--- src/rtl/fp_align_shifter.sv ---
// Mantissa alignment for the FP adder: picks the larger-exponent operand and right-shifts the smaller
// mantissa with G/R/S sticky; iterative STEP bits/cycle, or single-cycle barrel when FP_ALIGN_BARREL_EN is defined.
module fp_align_shifter #(
  parameter int STEP = 8
) (
  input  logic        clk,
  input  logic        rst_n,
  input  logic        in_valid,
  output logic        in_ready,
  input  logic [7:0]  exp_a,
  input  logic [7:0]  exp_b,
  input  logic [23:0] man_a,
  input  logic [23:0] man_b,
  input  logic [7:0]  diff,
  input  logic        a_ge_b,
  output logic        out_valid,
  input  logic        out_ready,
  output logic [7:0]  exp_out,
  output logic [23:0] man_big,
  output logic [26:0] man_small,
  output logic        swapped
);

  typedef enum logic [1:0] {S_IDLE, S_SHIFT, S_DONE} state_t;

  localparam logic [4:0] MAX_SH = 5'd27;

  state_t      state_q, state_d;
  logic [7:0]  exp_q, exp_d;
  logic [23:0] big_q, big_d;
  logic [26:0] al_q, al_d;
  logic        swp_q, swp_d;
  logic [4:0]  rem_q, rem_d;

  logic [7:0]  shamt;
  logic [4:0]  r_in;
  logic [4:0]  step_amt;

  // Right shift where every bit falling off position 0 is folded into the sticky bit.
  function automatic logic [26:0] sticky_shr(input logic [26:0] x, input logic [4:0] s);
    logic lost;
    lost = 1'b0;
    for (int i = 0; i < 27; i++) begin
      if (5'(i) < s) lost = lost | x[i];
    end
    return (x >> s) | {26'd0, lost};
  endfunction

  assign shamt = a_ge_b ? diff : (~diff + 8'd1);
  assign r_in  = (shamt > 8'd27) ? MAX_SH : shamt[4:0];

`ifdef FP_ALIGN_BARREL_EN
  assign step_amt = rem_q;
`else
  localparam logic [4:0] STEP_C = 5'(STEP);
  assign step_amt = (rem_q > STEP_C) ? STEP_C : rem_q;
`endif

  always_ff @(posedge clk or negedge rst_n) begin
    if (!rst_n) begin
      state_q <= S_IDLE;
      exp_q   <= 8'd0;
      big_q   <= 24'd0;
      al_q    <= 27'd0;
      swp_q   <= 1'b0;
      rem_q   <= 5'd0;
    end else begin
      state_q <= state_d;
      exp_q   <= exp_d;
      big_q   <= big_d;
      al_q    <= al_d;
      swp_q   <= swp_d;
      rem_q   <= rem_d;
    end
  end

  always_comb begin
    state_d = state_q;
    case (state_q)
      S_IDLE:  if (in_valid) state_d = (r_in == 5'd0) ? S_DONE : S_SHIFT;
      S_SHIFT: if (rem_q == step_amt) state_d = S_DONE;
      S_DONE:  if (out_ready) state_d = S_IDLE;
      default: state_d = S_IDLE;
    endcase
  end

  always_comb begin
    exp_d = exp_q;
    big_d = big_q;
    swp_d = swp_q;
    al_d  = al_q;
    rem_d = rem_q;
    if (state_q == S_IDLE && in_valid) begin
      exp_d = a_ge_b ? exp_a : exp_b;
      big_d = a_ge_b ? man_a : man_b;
      swp_d = ~a_ge_b;
      al_d  = {(a_ge_b ? man_b : man_a), 3'b000};
      rem_d = r_in;
    end else if (state_q == S_SHIFT) begin
      al_d  = sticky_shr(al_q, step_amt);
      rem_d = rem_q - step_amt;
    end
  end

  always_comb begin
    in_ready  = (state_q == S_IDLE);
    out_valid = (state_q == S_DONE);
    exp_out   = exp_q;
    man_big   = big_q;
    man_small = al_q;
    swapped   = swp_q;
  end

endmodule

--- config.mk ---
export PLATFORM = sky130hd
export DESIGN_NAME = fp_align_shifter
export DESIGN_NICKNAME = d
export VERILOG_FILES = /design/src/rtl/fp_align_shifter.sv
export SDC_FILE = /design/constraint.sdc
export NUM_CORES = 1
export LEC_CHECK = 0
export CAP_MARGIN = 20
export CORE_ASPECT_RATIO = 2
export CORE_MARGIN = 5
export CORE_UTILIZATION = 35
export CTS_BUF_LIST = sky130_fd_sc_hd__clkbuf_16
export CTS_CLUSTER_DIAMETER = 200
export DETAILED_ROUTE_END_ITERATION = 6
export GPL_TIMING_DRIVEN = 0
export PLACE_DENSITY = 0.69
export REMOVE_ABC_BUFFERS = 1
export SYNTH_ARGS = -nofsm -noshare
export SYNTH_HDL_FRONTEND = slang
export SYNTH_SLANG_ARGS = --single-unit
--- constraint.sdc ---
create_clock -name clk -period 1.9 [get_ports clk]
set_input_delay 0.38 -clock clk [delete_from_list [all_inputs] [get_ports clk]]
set_output_delay 0.38 -clock clk [all_outputs]
set_load 0.02 [all_outputs]
==> results.yml, run 1 <==
global_routing:
  grt_use_total_pct: 21.4
  grt_pass1_vias: 5384
  overflow: 0
  grt_pass1_wl_mm: 28.1
  grt_max_degree: 86
  antenna_found_initial: 0
detailed_routing:
  wl_mm: 19.1
  dr.pass1.iters: 6
  drc_errors: 0
  viasPerCell: 6.07
  wl_met2_mm: 10.2
  wl_met1_mm: 6.28
  vias: 5530
  top_layer: "met4"
  postRouteAntennaNets: 0
  wl_per_cell_microns: 21.0
  route.met3.wl_mm: 1.46
  drt-initial-drc-count: 714
min_path:
  hold_class: "in2async"
sta:
  rsz0062_at_grt: "yes"
  min_period_over_period_pct: 105
  finClkSkew_ns: 0.00830
  hold_viol_final: 0
  report.final.slew_viol_count: 0
  slew_headroom_pct: 38.4
  max_freq_mhz: 501
  worst_slew_pin_slew_ns: 0.923
  period_needed_ns: 2.00
  finalSetupViolCount: 7
  worst_slack_ns: -0.0970
layout:
  num_antenna_cells: 0
  drive_gt1_share_pct: 19.9
  finalNonFillerCells: 911
  final_nets: 796
  fill_cells: 1302
  syn2layout_area_growth_pct: 48.4
cts:
  cts_tree: "built"
  ctsLongestPathBuffers: 2
  cts_buffers: 9
  root_buffer: "clkbuf_16"
  hold_buffers: 0
  clock-sinks: 67
  htreeDepth: 3
  clk_pin_slew_ns: 0.06
  clk-insertion-delay-late_ns: 0.34
floorplan:
  core_sq_um: 13900
  die_y_microns: 178
  ios: 139
  num_rows: 61
  dieArea_sq_um: 16800
  start_util_pct: 35.6
  die_w_microns: 94.1
logic_synthesis:
  yosysWarnings: 0
  ys.flop_type: "dfrtp_1"
  synth_edf_count: 0
  netlist_area_sq_um: 4950
  avgSynthCellArea_sq_um: 8.61
  synthDistinctLibCells: 70
  async_reset_ff_share_pct: 100
  syn_inst: 575
  ys_seq_elements: 67
  ys_seq_area_share_pct: 33.9
critical_path:
  worstPathRequired_ns: 2.13
  cp_max_fo: 7
  worstSetupPathType: "reg2reg"
  start_kind: "flop"
  cp.arrival_ns: 2.22
  worst_setup_path_end_kind: "flop"
power_and_ir_drop:
  power_mw: 13.4
  power_leakage_nw: 3.14
  sequentialPowerShare_pct: 25.3
  pwr-share-clk_pct: 11.9
  p_comb_share_pct: 62.8
  ir_worst_vdd_mv: 0.822
  power_density_nw_per_um2: 1820
  netSwitchingPower_mw: 6.51
  power.share.switching_pct: 48.7
  internal_power_mw: 6.86
place:
  hpwl_mm: 12.2
  dp.cells: 852
  portBuffers: 138
  place.gp.congestion: 0.876
status:
  outcome: "finished, violations left"
  violations: "negative setup slack"
run:
  maxCapViolations: 0
-- layout make-up --
cell class | instances | area [sq um] | share of cell area [%]
clock inverter | 7 | 52.6 | 0.715
sequential | 67 | 1700 | 23.2
multi-input combinational | 451 | 3300 | 44.9
tap | 189 | 236 | 3.22
timing repair buffer | 181 | 1800 | 24.5
clock buffer | 9 | 225 | 3.07
inverter | 7 | 31.3 | 0.426
-- registers in the layout (all words and copies together), names as in the netlist --
register and count:
man_small 27, man_big 24, exp_out 8, rem_q 5
state_q 2, swapped 1
-- final timing paths --
| check | cells after the start | to | slack, ns | start |
|---|---|---|---|---|
| min in group clk | 3 | man_big[23]$_DFFE_PN0P_ | 0.43 | a_ge_b |
| max in group asynchronous | 1 | rem_q[2]$_DFFE_PN0P_ | 1.03 | rst_n |
| setup / recovery | 5 | man_small[7]$_DFFE_PN0P_ | -0.1 | rem_q[4]$_DFFE_PN0P_ |
| hold reg to reg | 2 | exp_out[5]$_DFFE_PN0P_ | 0.48 | exp_out[5]$_DFFE_PN0P_ |
| hold / removal | 1 | man_big[22]$_DFFE_PN0P_ | 0.16 | rst_n |
| setup reg to reg | 5 | man_small[7]$_DFFE_PN0P_ | -0.1 | rem_q[4]$_DFFE_PN0P_ |
-- cells in the mapped netlist (all sizes together) (2+ instances only) --
| master | number | share of area (%) |
|---|---|---|
| clkbuf | 30 | 2.3 |
| o22ai | 6 | 0.76 |
| nor4b | 6 | 1.1 |
| a211oi | 4 | 0.71 |
| o221a | 2 | 0.45 |
| nand3 | 8 | 0.81 |
| a2111oi | 5 | 1.3 |
| a2bb2oi | 3 | 0.53 |
| nor3 | 6 | 0.71 |
| o31ai | 3 | 0.45 |
| o211ai | 7 | 1.1 |
| a221o | 7 | 1.4 |
| a21o | 2 | 0.30 |
| nand2 | 71 | 5.4 |
| nor2b | 8 | 1.0 |
| mux2 | 4 | 0.91 |
| dfrtp | 67 | 34 |
| mux4 | 2 | 0.91 |
| ha | 2 | 0.51 |
| or3b | 3 | 0.53 |
| a221oi | 3 | 0.66 |
| a22oi | 3 | 0.45 |
| buf | 23 | 2.6 |
| o21a | 3 | 0.45 |
| or3 | 2 | 0.25 |
| xnor2 | 2 | 0.35 |
| o221ai | 16 | 2.8 |
| o21ai | 66 | 6.7 |
| a32o | 2 | 0.43 |
| nand2b | 5 | 0.68 |
| o211a | 3 | 0.61 |
| nor3b | 4 | 0.93 |
| a31oi | 10 | 1.3 |
| and3 | 2 | 0.25 |
| or2 | 4 | 0.51 |
| mux2i | 72 | 15 |
| o2111ai | 8 | 1.4 |
| inv | 6 | 0.45 |
| a21oi | 36 | 3.6 |
| nor2 | 43 | 3.3 |
-- worst max-delay path, stage by stage (launching register included) --
cell and delay, ns:
dfrtp_4 0.53, or4b_4 0.58, or2_4 0.25, o2111ai_1 0.09, a31oi_1 0.16, a221o_1 0.28
-- cell usage in the layout (no fill, tap or decap), types with 8 or more instances in the layout --
cell and count:
a31oi_1 10, nand2_1 69, o21ai_0 58, mux2i_1 72
a21oi_1 33, dlygate4sd2_1 15, nor2_1 34, clkdlybuf4s50_1 110
clkbuf_16 9, nand3_1 8, buf_4 34, dlymetal6s2s_1 9
o221ai_1 13, dfrtp_1 57
-- per-stage QoR --
stage,hold slack [ns],setup WS [ns],setup TNS [ns],area (sq um),util [%]
finish,0.157,-0.0970,-0.328,7350,52.9
global route,0.246,-0.135,-1.01,7350,52.9
CTS,0.212,-0.106,-0.315,7060,50.8
detailed placement,0.470,-0.898,-29.58,6380,45.9
global placement,0.462,-3.09,-275.10,6330,45.6
floorplan,0.0844,-0.690,-14.94,4710,-
-- cells by family (layout without fill, tap and decap cells) --
group | Yosys count | count (layout) | synth area share [%]
flops | 67 | 67 | 33.9
simple gates | 165 | 168 | 15.9
fa+ha+maj | 2 | 2 | 0.505
xor+xnor | 3 | 3 | 0.531
mux | 78 | 78 | 16.4
other cells | 1 | 1 | 0.0757
compound gates | 199 | 199 | 27.3
buf+inv | 60 | 204 | 5.38
-- metal layers --
metal / track usage (%) / vias to the layer above
li1: - / 2466
met1: 22.8 / 2614
met2: 39.1 / 347
met3: 2.95 / 103
met4: 12.4 / 0
met5: 0 / -
-- power groups by stage --
stage | Sequential, mW | Combinational [mW] | Clock (mW)
3_3_place_gp | 3.39 | 6.49 | 0
4_1_cts | 3.24 | 7.64 | 1.61
5_1_grt | 3.46 | 8.90 | 1.68
6_report | 3.38 | 8.40 | 1.59
3_5_place_dp | 3.42 | 6.60 | 0
2_1_floorplan | 3.77 | 3.28 | 0
-- what timing repair did --
| action | 4_1_cts | 5_1_grt |
|---|---|---|
| cloned | 2 | 1 |
| setup endpoints to repair | 46 | 41 |
| resized for setup | 69 | 53 |
| setup buffers | 29 | 11 |
| pin swaps | 14 | 14 |
Note: power is estimated with default switching activity, not from simulation.
==> inputs of run 2 (changes only) <==
==> constraint.sdc (replaced) <==
create_clock -name clk -period 1.9 [get_ports clk]
set_input_delay 0.38 -clock clk [delete_from_list [all_inputs] [get_ports clk]]
set_output_delay 0.38 -clock clk [all_outputs]
set_load 0.01 [all_outputs]
==> run 2 against run 1 <==
Net effect: the flow finishes with violations (design-rule violations, negative setup slack); clock skew is 0.0020 ns higher; sequential power is 1% higher; core utilization down 0.081 points; sequential cell count unchanged; global-route usage increased by 0.40 points; die area is the same; count of clock-buffer cells in the layout unchanged; routed wire length up 1.9%; sequential share of layout area increased by 0.15 points; total power is 2.5% lower; final cell count decreased by 0.33%; maximum frequency decreased by 0.11%.
==> results.yml, run 2 (synthesis results as in run 1) <==
detailed_routing:
  dr.pass1.iters: 7
  drt-initial-drc-count: 589
  wl_mm: 19.5
  wl_per_cell_microns: 21.5
  vias: 5548
  postRouteAntennaNets: 0
  drc_errors: 9
  viasPerCell: 6.11
layout:
  drive_gt1_share_pct: 19.9
  final_common_cell: "clkdlybuf4s50_1"
  num_antenna_cells: 0
  largest_reg_flops: 27
  final_nets: 793
  syn2layout_area_growth_pct: 48.2
  finalNonFillerCells: 908
  layout_common_cells: "127 x clkdlybuf4s50_1, 72 x mux2i_1, 70 x nand2_1"
  fin_area_sq_um: 7340
floorplan:
  die_w_microns: 94.1
  core_sq_um: 13900
  ios: 139
  die_y_microns: 178
  num_rows: 61
  dieArea_sq_um: 16800
  start_util_pct: 35.6
cts:
  cts_tree: "built"
  clk-insertion-delay-late_ns: 0.34
  root_buffer: "clkbuf_16"
  clk_pin_slew_ns: 0.06
  htreeDepth: 3
  cts_buffers: 9
  clock-sinks: 67
  ctsLongestPathBuffers: 2
critical_path:
  start_kind: "flop"
  cp.arrival_ns: 2.21
  r2r_cells: 6
  cp_max_fo: 7
  cp_slowest_stage_delay_ns: 0.53
  r2r_setup_slack_ns: -0.1
  startpoint: "rem_q[4]$_DFFE_PN0P_"
  worstPathRequired_ns: 2.11
  worstSetupPathType: "reg2reg"
  worst_setup_path_end_kind: "flop"
  r2r-end: "man_small[0]$_DFFE_PN0P_"
  path_cells: "buf_6 > nor3b_4 > buf_12 > mux4_2 > a211oi_2 > a31oi_1"
  slowest_stage: "dfrtp_4"
  r2r-start: "rem_q[4]$_DFFE_PN0P_"
place:
  placed_area_sq_um: 6380
  portBuffers: 138
  dp.cells: 852
  place.gp.congestion: 0.876
  hpwl_mm: 12.2
sta:
  hold_viol_final: 0
  rsz0062_at_grt: "yes"
  report.final.slew_viol_count: 0
  setup_tns_ns: -0.433
  slew_headroom_pct: 37.8
  min_period_over_period_pct: 105
  worst_slew_pin_slew_ns: 0.934
  period_needed_ns: 2.00
  worst_slack_ns: -0.0992
  hold_ws_ns: 0.157
  finalSetupViolCount: 10
  max_freq_mhz: 500
  finClkSkew_ns: 0.0103
power_and_ir_drop:
  ir_worst_vdd_mv: 0.992
  power_leakage_nw: 2.99
  power_density_nw_per_um2: 1780
global_routing:
  overflow: 0
  grt_max_degree: 68
  antenna_found_initial: 0
  grt_busiest_layer: "met2"
  grt_use_total_pct: 21.8
  use_met2_pct: 39.8
  grtUsageMet3_pct: 3.46
  grt_pass1_vias: 5401
  met1_usage_pct: 22.8
  grt_pass1_wl_mm: 28.6
run:
  maxCapViolations: 0
status:
  violations: "design-rule violations, negative setup slack"
  outcome: "finished, violations left"
min_path:
  hold_class: "in2async"
[run 2: timing repair]
action / 4_1_cts / 5_1_grt
pin swaps: 14 / 17
cloned: 1 / 2
buffers inserted: 21 / 16
setup endpoints to repair: 35 / 33
hold endpoints to repair: 0 / 0
hold buffers: 0 / 0
gates resized for setup: 57 / 48
[run 2: metrics by stage]
| stage | setup WS (ns) | power (mW) | utilization [%] |
|---|---|---|---|
| after global placement | -3.09 | 9.40 | 45.6 |
| final | -0.0992 | 13.0 | 52.8 |
| after detailed placement | -0.898 | 9.54 | 45.9 |
| after global routing | -0.139 | 13.7 | 52.8 |
| after floorplan | -0.690 | 6.58 | - |
| after CTS | -0.0855 | 11.9 | 50.3 |
[run 2: power by group]
part,switching (mW),internal [mW]
registers,1.24,2.19
clock network,0.704,0.890
logic,4.14,3.88
[run 2: worst max-delay path by stage]
stage | slack [ns] | endpoint
finish | -0.1 | man_small[0]$_DFFE_PN0P_
global route | -0.14 | man_small[0]$_DFFE_PN0P_
CTS | -0.09 | man_small[8]$_DFFE_PN0P_
detailed placement | -0.90 | man_small[18]$_DFFE_PN0P_
global placement | -3.09 | state_q[1]$_DFFE_PN0P_
floorplan | -0.69 | man_small[7]$_DFFE_PN0P_
[run 2: final cells by class]
| type | count | area (sq um) |
|---|---|---|
| multi-input cells | 451 | 3300 |
| inverters | 7 | 31.3 |
| clock inverters | 7 | 52.6 |
| repair buffers | 178 | 1780 |
| fillers | 1313 | 6560 |
| well taps | 189 | 236 |
| flip-flops and latches | 67 | 1710 |
| clock buffers | 9 | 225 |
[run 2: layer usage]
layer,part of all wire [%],wire (microns)
met1,33,6530
met2,54,10500
met3,6.4,1250
met4,6.3,1240
met5,0,0
[run 2: worst max-delay path: cells and delay by family, from the launching register on]
kind | cells | cell delay, ns
and+or+nand+nor | 1 | 0.22
muxes | 1 | 0.51
buffers and inverters | 2 | 0.32
DFF | 1 | 0.53
AOI/OAI and AO/OA | 2 | 0.30
